==> src/rtl/bitwise_logic_unit.sv <==
// bitwise_logic_unit: multi-cycle bitwise AND/OR/XOR/NOR engine.
// Operands are captured on acceptance and processed SLICE bits per cycle.
// The result is held with a zero flag until the consumer takes it.
module bitwise_logic_unit #(
  parameter int WIDTH = 32,
  parameter int SLICE = 8
) (
  input  logic             clk,
  input  logic             rst,
  input  logic             in_valid,
  output logic             in_ready,
  input  logic [WIDTH-1:0] a,
  input  logic [WIDTH-1:0] b,
  input  logic [1:0]       op,
  output logic             out_valid,
  input  logic             out_ready,
  output logic [WIDTH-1:0] s,
  output logic             zero
);

  // A guarded divisor keeps the derived constants computable even for an
  // illegal SLICE, so that the geometry check below reports the error.
  localparam int SLICE_G = (SLICE > 0) ? SLICE : 1;
  localparam int NSL     = (WIDTH > 0) ? (WIDTH / SLICE_G) : 1;
  localparam int KW      = (NSL > 1) ? $clog2(NSL) : 1;
  localparam logic [KW-1:0] KLAST = KW'(NSL - 1);

  // Reject any geometry where WIDTH is not a nonzero multiple of SLICE.
  if ((WIDTH <= 0) || (SLICE <= 0) || ((WIDTH % SLICE_G) != 0)) begin : g_bad_geometry
    $error("bitwise_logic_unit: WIDTH must be a nonzero multiple of SLICE");
  end

  typedef enum logic [1:0] {
    OP_AND = 2'b00,
    OP_OR  = 2'b01,
    OP_XOR = 2'b10,
    OP_NOR = 2'b11
  } op_e;

  typedef enum logic [1:0] {
    IDLE,
    BUSY,
    DONE
  } state_e;

  state_e                       state;
  logic [KW-1:0]                k;
  logic                         nz;
  logic                         zero_q;
  op_e                          cop;
  logic [NSL-1:0][SLICE_G-1:0]  ca;
  logic [NSL-1:0][SLICE_G-1:0]  cb;
  logic [NSL-1:0][SLICE_G-1:0]  s_q;
  logic [SLICE_G-1:0]           sl_a;
  logic [SLICE_G-1:0]           sl_b;
  logic [SLICE_G-1:0]           res;

  // Handshake flags and result are straight decodes of registered state.
  assign in_ready  = (state == IDLE);
  assign out_valid = (state == DONE);
  assign s         = s_q;
  assign zero      = zero_q;

  // Operation result for the captured slice currently addressed by k.
  always_comb begin
    sl_a = ca[k];
    sl_b = cb[k];
    res  = '0;
    case (cop)
      OP_AND:  res = sl_a & sl_b;
      OP_OR:   res = sl_a | sl_b;
      OP_XOR:  res = sl_a ^ sl_b;
      OP_NOR:  res = ~(sl_a | sl_b);
      default: res = '0;
    endcase
  end

  // Control FSM and datapath: capture, per-slice write-back, result hold.
  always_ff @(posedge clk) begin
    if (rst) begin
      state  <= IDLE;
      s_q    <= '0;
      zero_q <= 1'b0;
      k      <= '0;
      nz     <= 1'b0;
    end else begin
      case (state)
        IDLE: begin
          if (in_valid) begin
            ca    <= a;
            cb    <= b;
            cop   <= op_e'(op);
            k     <= '0;
            nz    <= 1'b0;
            state <= BUSY;
          end
        end
        BUSY: begin
          s_q[k] <= res;
          nz     <= nz | (|res);
          // k stops at the last slice so it never addresses past the operand.
          if (k == KLAST) begin
            zero_q <= ~(nz | (|res));
            state  <= DONE;
          end else begin
            k <= k + 1'b1;
          end
        end
        DONE: begin
          if (out_ready) begin
            state <= IDLE;
          end
        end
        default: state <= IDLE;
      endcase
    end
  end

endmodule

==> config.mk <==
export PLATFORM = sky130hd
export DESIGN_NAME = bitwise_logic_unit
export DESIGN_NICKNAME = d
export VERILOG_FILES = /design/src/rtl/bitwise_logic_unit.sv
export SDC_FILE = /design/constraint.sdc
export NUM_CORES = 1
export LEC_CHECK = 0
export CAP_MARGIN = 0
export CORE_MARGIN = 2
export CORE_UTILIZATION = 40
export CTS_CLUSTER_SIZE = 20
export DETAILED_ROUTE_END_ITERATION = 7
export DONT_BUFFER_PORTS = 1
export PLACE_DENSITY = 0.54
export SKIP_CTS_REPAIR_TIMING = 1
export SLEW_MARGIN = 20
export SYNTH_ARGS = -nofsm -noshare
export SYNTH_HDL_FRONTEND = slang
export SYNTH_SLANG_ARGS = --single-unit
export TNS_END_PERCENT = 1
==> constraint.sdc <==
create_clock -name clk -period 7.6 [get_ports clk]
set_input_delay 1.9 -clock clk [delete_from_list [all_inputs] [get_ports clk]]
set_output_delay 1.9 -clock clk [all_outputs]
set_load 0.1 [all_outputs]
==> results of run 1 <==
==> layer usage <==
layer  global-route usage, %  up-vias
met4                    6.32        0
met3                    7.29       13
li1                        -     1155
met1                    16.4     1079
met2                    20.5       90
met5                       0        -
==> stage by stage <==
| stage | util [%] | instance area [sq um] | worst slack, ps | cells |
|---|---|---|---|---|
| 2_1_floorplan | - | 4410 | 377 | 330 |
| 3_3_place_gp | 41.9 | 4530 | 4320 | 457 |
| 3_5_place_dp | 41.9 | 4530 | 4300 | 457 |
| 4_1_cts | 44.0 | 4740 | 3870 | 473 |
| 5_1_grt | 44.0 | 4740 | 3780 | 473 |
| 6_report | 44.0 | 4740 | 3890 | 473 |
==> power by group through the flow <==
stage | combinational, mW | clock [mW] | sequential [mW]
2_1_floorplan | 0.0828 | 0 | 0.676
3_3_place_gp | 0.0952 | 0 | 0.681
3_5_place_dp | 0.0965 | 0 | 0.682
4_1_cts | 0.0966 | 0.385 | 0.669
5_1_grt | 0.105 | 0.408 | 0.671
6_report | 0.0940 | 0.375 | 0.668
==> synthesized netlist by cell type <==
master / instances
a22o_1: 1
dfxtp_1: 38
inv_1: 17
and2_1: 4
mux2i_1: 15
a2111oi_4: 1
nand2_1: 69
a211oi_1: 2
a31o_1: 1
xor2_4: 1
buf_4: 2
inv_2: 1
clkbuf_1: 8
mux2_1: 1
nor2_1: 6
ha_1: 20
edfxtp_1: 66
nand2b_1: 4
buf_6: 1
nor3_1: 1
a22oi_1: 2
mux4_2: 16
buf_12: 1
nor2b_1: 2
o21bai_1: 1
nor4_2: 1
nor3b_1: 1
mux2i_2: 1
xor2_1: 7
a21oi_1: 34
nand3b_2: 1
buf_2: 4
==> cells in the final DEF, fill, tap and decap left out, types with 5 or more instances in the layout <==
master    instances
nand2_1          69
edfxtp_1         66
dfxtp_1          38
a21oi_1          34
ha_1             20
inv_1            17
mux4_2           16
mux2i_1          15
clkbuf_8          9
xor2_1            7
nor2_1            5
==> flip-flops by register name, summed over array words and instances, names as in the netlist <==
signal and count:
ca 32, cb 32, s 32, cop 2, k 2, state 2
nz 1, zero 1
==> area by class of cell <==
class	count	area (sq um)	area share, %
clock buffer	10	128	2.69
clock inverter	6	91.3	1.93
inverter	18	67.6	1.42
multi-input combinational	192	1520	32.0
sequential	104	2740	57.8
tap	140	175	3.69
timing repair buffer	3	22.5	0.475
==> path summary, 6_finish.rpt <==
kind / from / end / slack, ps / cells after the start
worst max-delay path: state[1] / out_valid / 3890 / 1
worst min-delay path: k[1] / k[1] / 520 / 2
worst max register to register: k[0] / nz / 4500 / 8
worst min register to register: k[1] / k[1] / 520 / 2
==> tightest hold or removal path: cells and delay by family (launching register included) <==
family | cells | cell delay (ps)
and+or+nand+nor | 1 | 70
DFF | 1 | 340
AOI/OAI and AO/OA | 1 | 80
==> cells by family (layout without fill, tap and decap cells) <==
family	Yosys count	count (layout)	synth area share (%)
DFF	104	104	62.1
xor gates and xnor gates	8	8	2.01
AOI/OAI and AO/OA	42	42	5.73
and+or+nand+nor	89	89	8.62
buffers and inverters	34	37	3.71
muxes	33	33	12.1
adders and majority gates	20	20	5.67
==> results.md, run 1 <==
* Status: finished, final reports clean
* Die Span Y at 109 microns
* Pins Over Slew Limit at 0
* Fin Hold WS at 518 ps
* Rows at 38
* Area growth from synthesis to layout at 7.48%
* CTS tree: yes
* DRT Pass-1 Iters at 4
* Clock power share at 33.0%
* GRT overflow at 0
* CTS Root Cell: clkbuf_8
* P_int at 847 uW
* Antenna Nets Post-Route at 0
* Final setup TNS at 0 ps
* Vias per Instance at 4.94
* # Max-Cap Violations at 0
* Clock Path Buffers at 2
* Clock-pin slew on the worst setup and hold paths at 90 ps
* Clock period minus worst slack at 3710 ps
* Wire length on met2 at 3700 microns
* Sequential element share of the synthesized area at 62.1%
* H-tree levels at 3
* Setup Crit Path Kind: reg2out
* GP Congestion at 0.719
* Max VDD drop at 0.000169 V
* DRC at 0
* Yosys top cell area share at 44.9%
* Synthesis Warnings at 0
* CTS Sinks at 104
* Final wirelength at 7940 microns
* Initial antenna violation count at 0
* Leading post-synthesis cells by cell area: edfxtp_1, dfxtp_1, mux4_2, nand2_1, ha_1
* RSZ-0062 raised after global routing: false
* Setup violators final at 0
* WP buf/inv at 0
* Syn Area/Cell at 13.4 sq um
* Critical path launch point type: register
* Post-Syn Nets at 420
* Initial Util at 40.9%
* Fmax at 270 MHz
* Met1 Routed Length at 3340 microns
* Vias in the first global route at 2,233
* Cell Pwr Density at 240 nW/um^2
* Sw Share at 25.5%
* Largest net degree at the start of global routing at 67
* Final Hold Viols at 0
* Cts bufs inserted at 9
* # IOs at 105
* Core Footprint at 10,800 sq um
* Sequential share of power at 58.8%
* Share of cells above drive strength 1 at 12.9%
* First-pass GRT wire length at 11,900 microns
* Slew headroom at 26.5%
* Routed via count at 2,337
* Max stage delay cell, worst path: nor2b_2
* Buffers on Ports at 0
* Combinational power share at 8.3%
* DIE WIDTH at 109 microns
* Cell Area, Synth at 4410 sq um
* Final HPWL DP at 5480 microns
* Fin crit share at 48.8%
* Max Used Layer: met4
* Antenna diodes at 0
* Die area at 11,900 sq um
* Worst-Skew Late Latency at 370 ps
* Initial DRC count at 149
* Top delay family on crit path: simple AND/OR/NAND/NOR gates
* Clk_skew at 12.8 ps
* Synth area leader: edfxtp_1
* Routed wire per std cell at 16.8 microns
* Tot Pwr at 1.14 mW
* Synth cell types at 32
* WP data required at 5700 ps
* Met3 WL at 756 microns
* Tot GR Track Use at 13.7%
* Leak Pwr at 1.64 nW
* Critical Path AT at 1810 ps
* Switching power at 290 uW
* Worst-path cell chain: nor2b_2
* Worst min path class: reg2reg
* Type of element capturing the critical path: output port
* Measured slew at the worst slew-check pin at 1100 ps
* Gate Count Post-Synth at 330
* Final #Nets at 418
* Worst-path fanout max at 8
* Crit-path max cell delay at 940 ps
* Yosys reg bits at 104
* Fill cells at 981
Note: power is estimated with default switching activity, not from simulation.
==> run 2, diff against run 1 <==
--- a/config.mk
+++ b/config.mk
@@ -11,7 +11,7 @@
 export CTS_CLUSTER_SIZE = 20
 export DETAILED_ROUTE_END_ITERATION = 7
 export DONT_BUFFER_PORTS = 1
-export PLACE_DENSITY = 0.54
+export PLACE_DENSITY = 0.52
 export SKIP_CTS_REPAIR_TIMING = 1
 export SLEW_MARGIN = 20
 export SYNTH_ARGS = -nofsm -noshare
==> constraint.sdc (replaced) <==
create_clock -name clk -period 3.5 [get_ports clk]
set_input_delay 0.875 -clock clk [delete_from_list [all_inputs] [get_ports clk]]
set_output_delay 0.875 -clock clk [all_outputs]
set_load 0.1 [all_outputs]
==> results.md, run 2 (synthesis gave the netlist of run 1 again) <==
* FF/Latch Area at 2740 sq um (unchanged)
* Area of the multi-input gates at 1520 sq um (+0.41%)
* Clk_skew at 10.8 ps (-2.07 ps)
* Rows at 38 (unchanged)
* Measured slew at the worst slew-check pin at 1010 ps (-84.3 ps)
* Cts bufs inserted at 9 (unchanged)
* Clock Path Buffers at 2 (unchanged)
* Die Span Y at 109 microns (unchanged)
* Combinational power share at 8.7% (+0.4 points)
* Reg2Reg Setup Slack at 760 ps (-3740 ps)
* P_int at 1.77 mW (+110%)
* Final wirelength at 8070 microns (+1.6%)
* Vias in the first global route at 2,356 (+5.5%)
* Critical path launch point type: register
* Antenna Nets Post-Route at 0 (unchanged)
* Commonest non-fill, non-tap cell in the layout: nand2_1
* Final #Nets at 421 (+0.72%)
* Sw Share at 26.1% (+0.66 points)
* DIE WIDTH at 109 microns (unchanged)
* Hold path endpoint: nz
* Setup Crit Path Kind: reg2reg
* Clock period minus worst slack at 2740 ps
* Met3 WL at 674 microns (-11%)
* Fin crit share at 78.3%
* FF-to-FF path depth at 8 (unchanged)
* Post-layout util at 44.0% (+0.046 points)
* GP Congestion at 0.766 (+6.5%)
* Tot GR Track Use at 14.3% (+0.56 points)
* Initial antenna violation count at 0 (unchanged)
* Crit Reg-Reg Startpoint: k[0]
* Worst-path fanout max at 18 (+10)
* Hold wc startpoint: nz
* Routed wire per std cell at 16.9 microns (+0.98%)
* Critical Path AT at 3030 ps (+1220 ps)
* Routed via count at 2,377 (+1.7%)
* WP data required at 3790 ps (-1910 ps)
* Max VDD drop at 0.000341 V (+100%)
* CTS Sinks at 104 (unchanged)
* Buffers on Ports at 0 (unchanged)
* Worst min path class: reg2reg
* Worst-Skew Late Latency at 370 ps (about the same)
* Final HPWL DP at 5560 microns (+1.4%)
* CTS tree: yes
* # Max-Cap Violations at 0 (unchanged)
* Initial Util at 40.9% (unchanged)
* Share of cells above drive strength 1 at 14.0% (+1.1 points)
* Fill cells at 985 (+0.41%)
* Cell Pwr Density at 504 nW/um^2 (+110%)
* Initial DRC count at 114 (-23%)
* Largest net degree at the start of global routing at 58 (-13%)
* Switching power at 625 uW (+120%)
* Vias per Instance at 4.99 (+1.1%)
* CTS Root Cell: clkbuf_8
* Final setup TNS at 0 ps (unchanged)
* DRT Pass-1 Iters at 5 (+1)
* Slew headroom at 32.4% (+5.9 points)
* Status: finished, final reports clean
* RSZ-0062 raised after global routing: false
* Die area at 11,900 sq um (unchanged)
* GRT overflow at 0 (unchanged)
* Clock-pin slew on the worst setup and hold paths at 100 ps (about the same)
* Type of element capturing the critical path: register
* Leak Pwr at 1.65 nW (+0.17%)
* Final Hold Viols at 0 (unchanged)
* # IOs at 105 (unchanged)
* Setup violators final at 0 (unchanged)
* Cells on Worst Hold Path at 2 (unchanged)
* FF-to-FF End: nz
* Most frequent cells in the layout: nand2_1, edfxtp_1, dfxtp_1, a21oi_1, ha_1
* Max Used Layer: met4
* H-tree levels at 3 (unchanged)
* First-pass GRT wire length at 12,400 microns (+4.5%)
* Pins Over Slew Limit at 0 (unchanged)
* Antenna diodes at 0 (unchanged)
* Sequential share of power at 60.5% (+1.7 points)
* DRC at 0 (unchanged)
* Fin Hold WS at 537 ps (+18.9 ps)
* Met1 Routed Length at 3320 microns (-0.42%)
* Wire length on met2 at 3980 microns (+7.6%)
* Area growth from synthesis to layout at 7.60%
* Clock power share at 30.8% (-2.2 points)
* Fmax at 365 MHz
* Core Footprint at 10,800 sq um (unchanged)
## run 2: cell type report
type | instances | area share, %
sequential | 104 | 57.7
multi-input combinational | 192 | 32.1
tap | 140 | 3.69
clock buffer | 9 | 2.61
clock inverter | 7 | 1.50
inverter | 18 | 1.42
timing repair buffer | 6 | 0.948
## run 2: how the worst max path moves through the flow
stage | from | endpoint | slack [ps] | depth (start not counted)
after floorplan | rst | ca[0] | 360 | 2
after global placement | k[0] | zero | 740 | 8
after detailed placement | k[0] | zero | 750 | 8
after CTS | k[0] | zero | 740 | 8
after global routing | k[0] | zero | 550 | 8
final | k[0] | nz | 760 | 8
## run 2: power groups by stage
stage	logic (mW)	registers, mW	clock network [mW]
final	0.208	1.45	0.737
after global routing	0.232	1.45	0.802
after CTS	0.214	1.45	0.767
after detailed placement	0.214	1.48	0
after global placement	0.211	1.48	0
after floorplan	0.181	1.46	0
## run 2: worst max-delay path: stages, from the launching register on
cell	delay, ps
dfxtp_1	380
buf_4	370
mux4_2	580
inv_1	70
ha_1	140
xor2_1	60
mux2i_1	690
nor4_2	130
a211oi_1	220
## run 2: metrics by stage
stage	power (mW)	area (sq um)	setup slack (ps)	instances
after floorplan	1.64	4430	357	330
after global placement	1.69	4550	742	460
after detailed placement	1.69	4550	750	460
after CTS	2.43	4750	737	476
after global routing	2.49	4750	549	476
final	2.39	4750	758	476
## run 2: routing by layer
layer  GRT usage [%]  up-vias
li1                -     1161
met1            16.8     1127
met2            23.1       80
met3            6.10        9
met4            5.77        0
met5               0        -
==> run 3, diff against run 2 <==
==> constraint.sdc (replaced) <==
create_clock -name clk -period 2.6 [get_ports clk]
set_input_delay 0.65 -clock clk [delete_from_list [all_inputs] [get_ports clk]]
set_output_delay 0.65 -clock clk [all_outputs]
set_load 0.1 [all_outputs]
==> results.md, run 3 (synthesis gave the netlist of run 1 again) <==
* Status: finished, final reports clean
* DRC at 0 (unchanged)
* Final wirelength at 8240 microns (+2.1%)
* CTS Sinks at 104 (unchanged)
* Place WS at 195 ps (-555 ps)
* Initial DRC count at 97 (-15%)
* Initial Util at 40.9% (unchanged)
* Rows at 38 (unchanged)
* CTS Root Cell: clkbuf_8
* Leak Pwr at 1.87 nW (+14%)
* RSZ-0062 raised after global routing: false
* Commonest non-fill, non-tap cell in the layout: nand2_1
* GRT overflow at 0 (unchanged)
* Clk_skew at 13.8 ps (+2.98 ps)
* DIE WIDTH at 109 microns (unchanged)
* Type of element capturing the critical path: register
* First-pass GRT wire length at 12,800 microns (+2.9%)
* Clock-pin slew on the worst setup and hold paths at 100 ps (about the same)
* GP Congestion at 0.784 (+2.4%)
* Fin crit share at 91.5% (+13 points)
* Vias per Instance at 4.91 (-1.7%)
* Max VDD drop at 0.000414 V (+21%)
* Final Hold Viols at 0 (unchanged)
* Largest net degree at the start of global routing at 67 (+16%)
* WP data required at 2850 ps (-940 ps)
* Slew headroom at 54.0% (+22 points)
* Worst min path class: in2reg
* Antenna Nets Post-Route at 0 (unchanged)
* Non-filler cells, final at 514 (+8.0%)
* Clock Path Buffers at 2 (unchanged)
* Critical path launch point type: register
* Initial antenna violation count at 0 (unchanged)
* Core Footprint at 10,800 sq um (unchanged)
* Die Span Y at 109 microns (unchanged)
* Worst-path fanout max at 6 (-12)
* Critical Path AT at 2630 ps (-400 ps)
* Area growth from synthesis to layout at 15.1%
* Measured slew at the worst slew-check pin at 671 ps (-342 ps)
* Final setup TNS at 0 ps (unchanged)
* Post-route cell area at 5080 sq um (+7.0%)
* H-tree levels at 3 (unchanged)
* Clock period minus worst slack at 2380 ps (-362 ps)
* Worst setup margin at 221 ps (-538 ps)
* Most frequent cells in the layout: nand2_1, edfxtp_1, buf_4, dfxtp_1, a21oi_1
* Final HPWL DP at 5920 microns (+6.4%)
* Setup Crit Path Kind: reg2reg
* Pins Over Slew Limit at 0 (unchanged)
* Fin Hold WS at 333 ps (-203 ps)
* Placed cells at 498 (+8.3%)
* Setup violators final at 0 (unchanged)
* Fmax at 420 MHz (+15%)
* Routed via count at 2,524 (+6.2%)
* DP Area at 4880 sq um (+7.3%)
* # IOs at 105 (unchanged)
* Routed wire per std cell at 16.0 microns (-5.4%)
* Cts bufs inserted at 9 (unchanged)
* Die area at 11,900 sq um (unchanged)
* Share of cells above drive strength 1 at 22.5% (+8.5 points)
* Cell Pwr Density at 644 nW/um^2 (+28%)
* Final #Nets at 459 (+9.0%)
* Antenna diodes at 0 (unchanged)
* Vias in the first global route at 2,442 (+3.7%)
* Worst-Skew Late Latency at 370 ps (about the same)
* DRT Pass-1 Iters at 6 (+1)
* Buffers on Ports at 0 (unchanged)
* # Max-Cap Violations at 0 (unchanged)
* Tot GR Track Use at 14.6% (+0.33 points)
* CTS tree: yes
## run 3: area by class of cell
type                    count  area (sq um)
clock buffers              10           128
inverters                  18          67.6
fillers                  1008          5710
well taps                 140           175
clock inverters             6          67.6
multi-input cells         192          1530
flip-flops and latches    104          2740
repair buffers             44           368
## run 3: worst paths after layout
path         startpoint    end  slack [ps]  depth (start not counted)
max                k[0]     nz         220                          8
min                 rst  s[21]         330                          1
max reg2reg        k[0]     nz         220                          8
min reg2reg       s[18]  s[18]         460                          2
## run 3: metal layers
metal	part of all wire, %	up-vias	global-route usage (%)
met1	45	1196	18.7
met5	0	-	0
met2	47	79	22.9
met3	6.9	6	5.92
li1	-	1243	-
met4	1.1	0	4.12
## run 3: power by group
part	total [mW]	internal (mW)	switching [mW]
Sequential	1.85	1.82	0.0261
Combinational	0.421	0.145	0.275
Clock	1.00	0.451	0.551
## run 3: stage by stage
stage	utilization, %	power [mW]
global placement	45.3	2.31
floorplan	-	2.22
finish	47.1	3.27
detailed placement	45.3	2.32
CTS	47.1	3.32
global route	47.1	3.40
## run 3: worst max-delay path: stages, from the launching register on
cell and delay (ps):
dfxtp_1 410, buf_4 190, mux4_2 520, inv_1 70, ha_1 220, mux2i_1 170, mux2i_2 180, a2111oi_4 390
a211oi_1 120
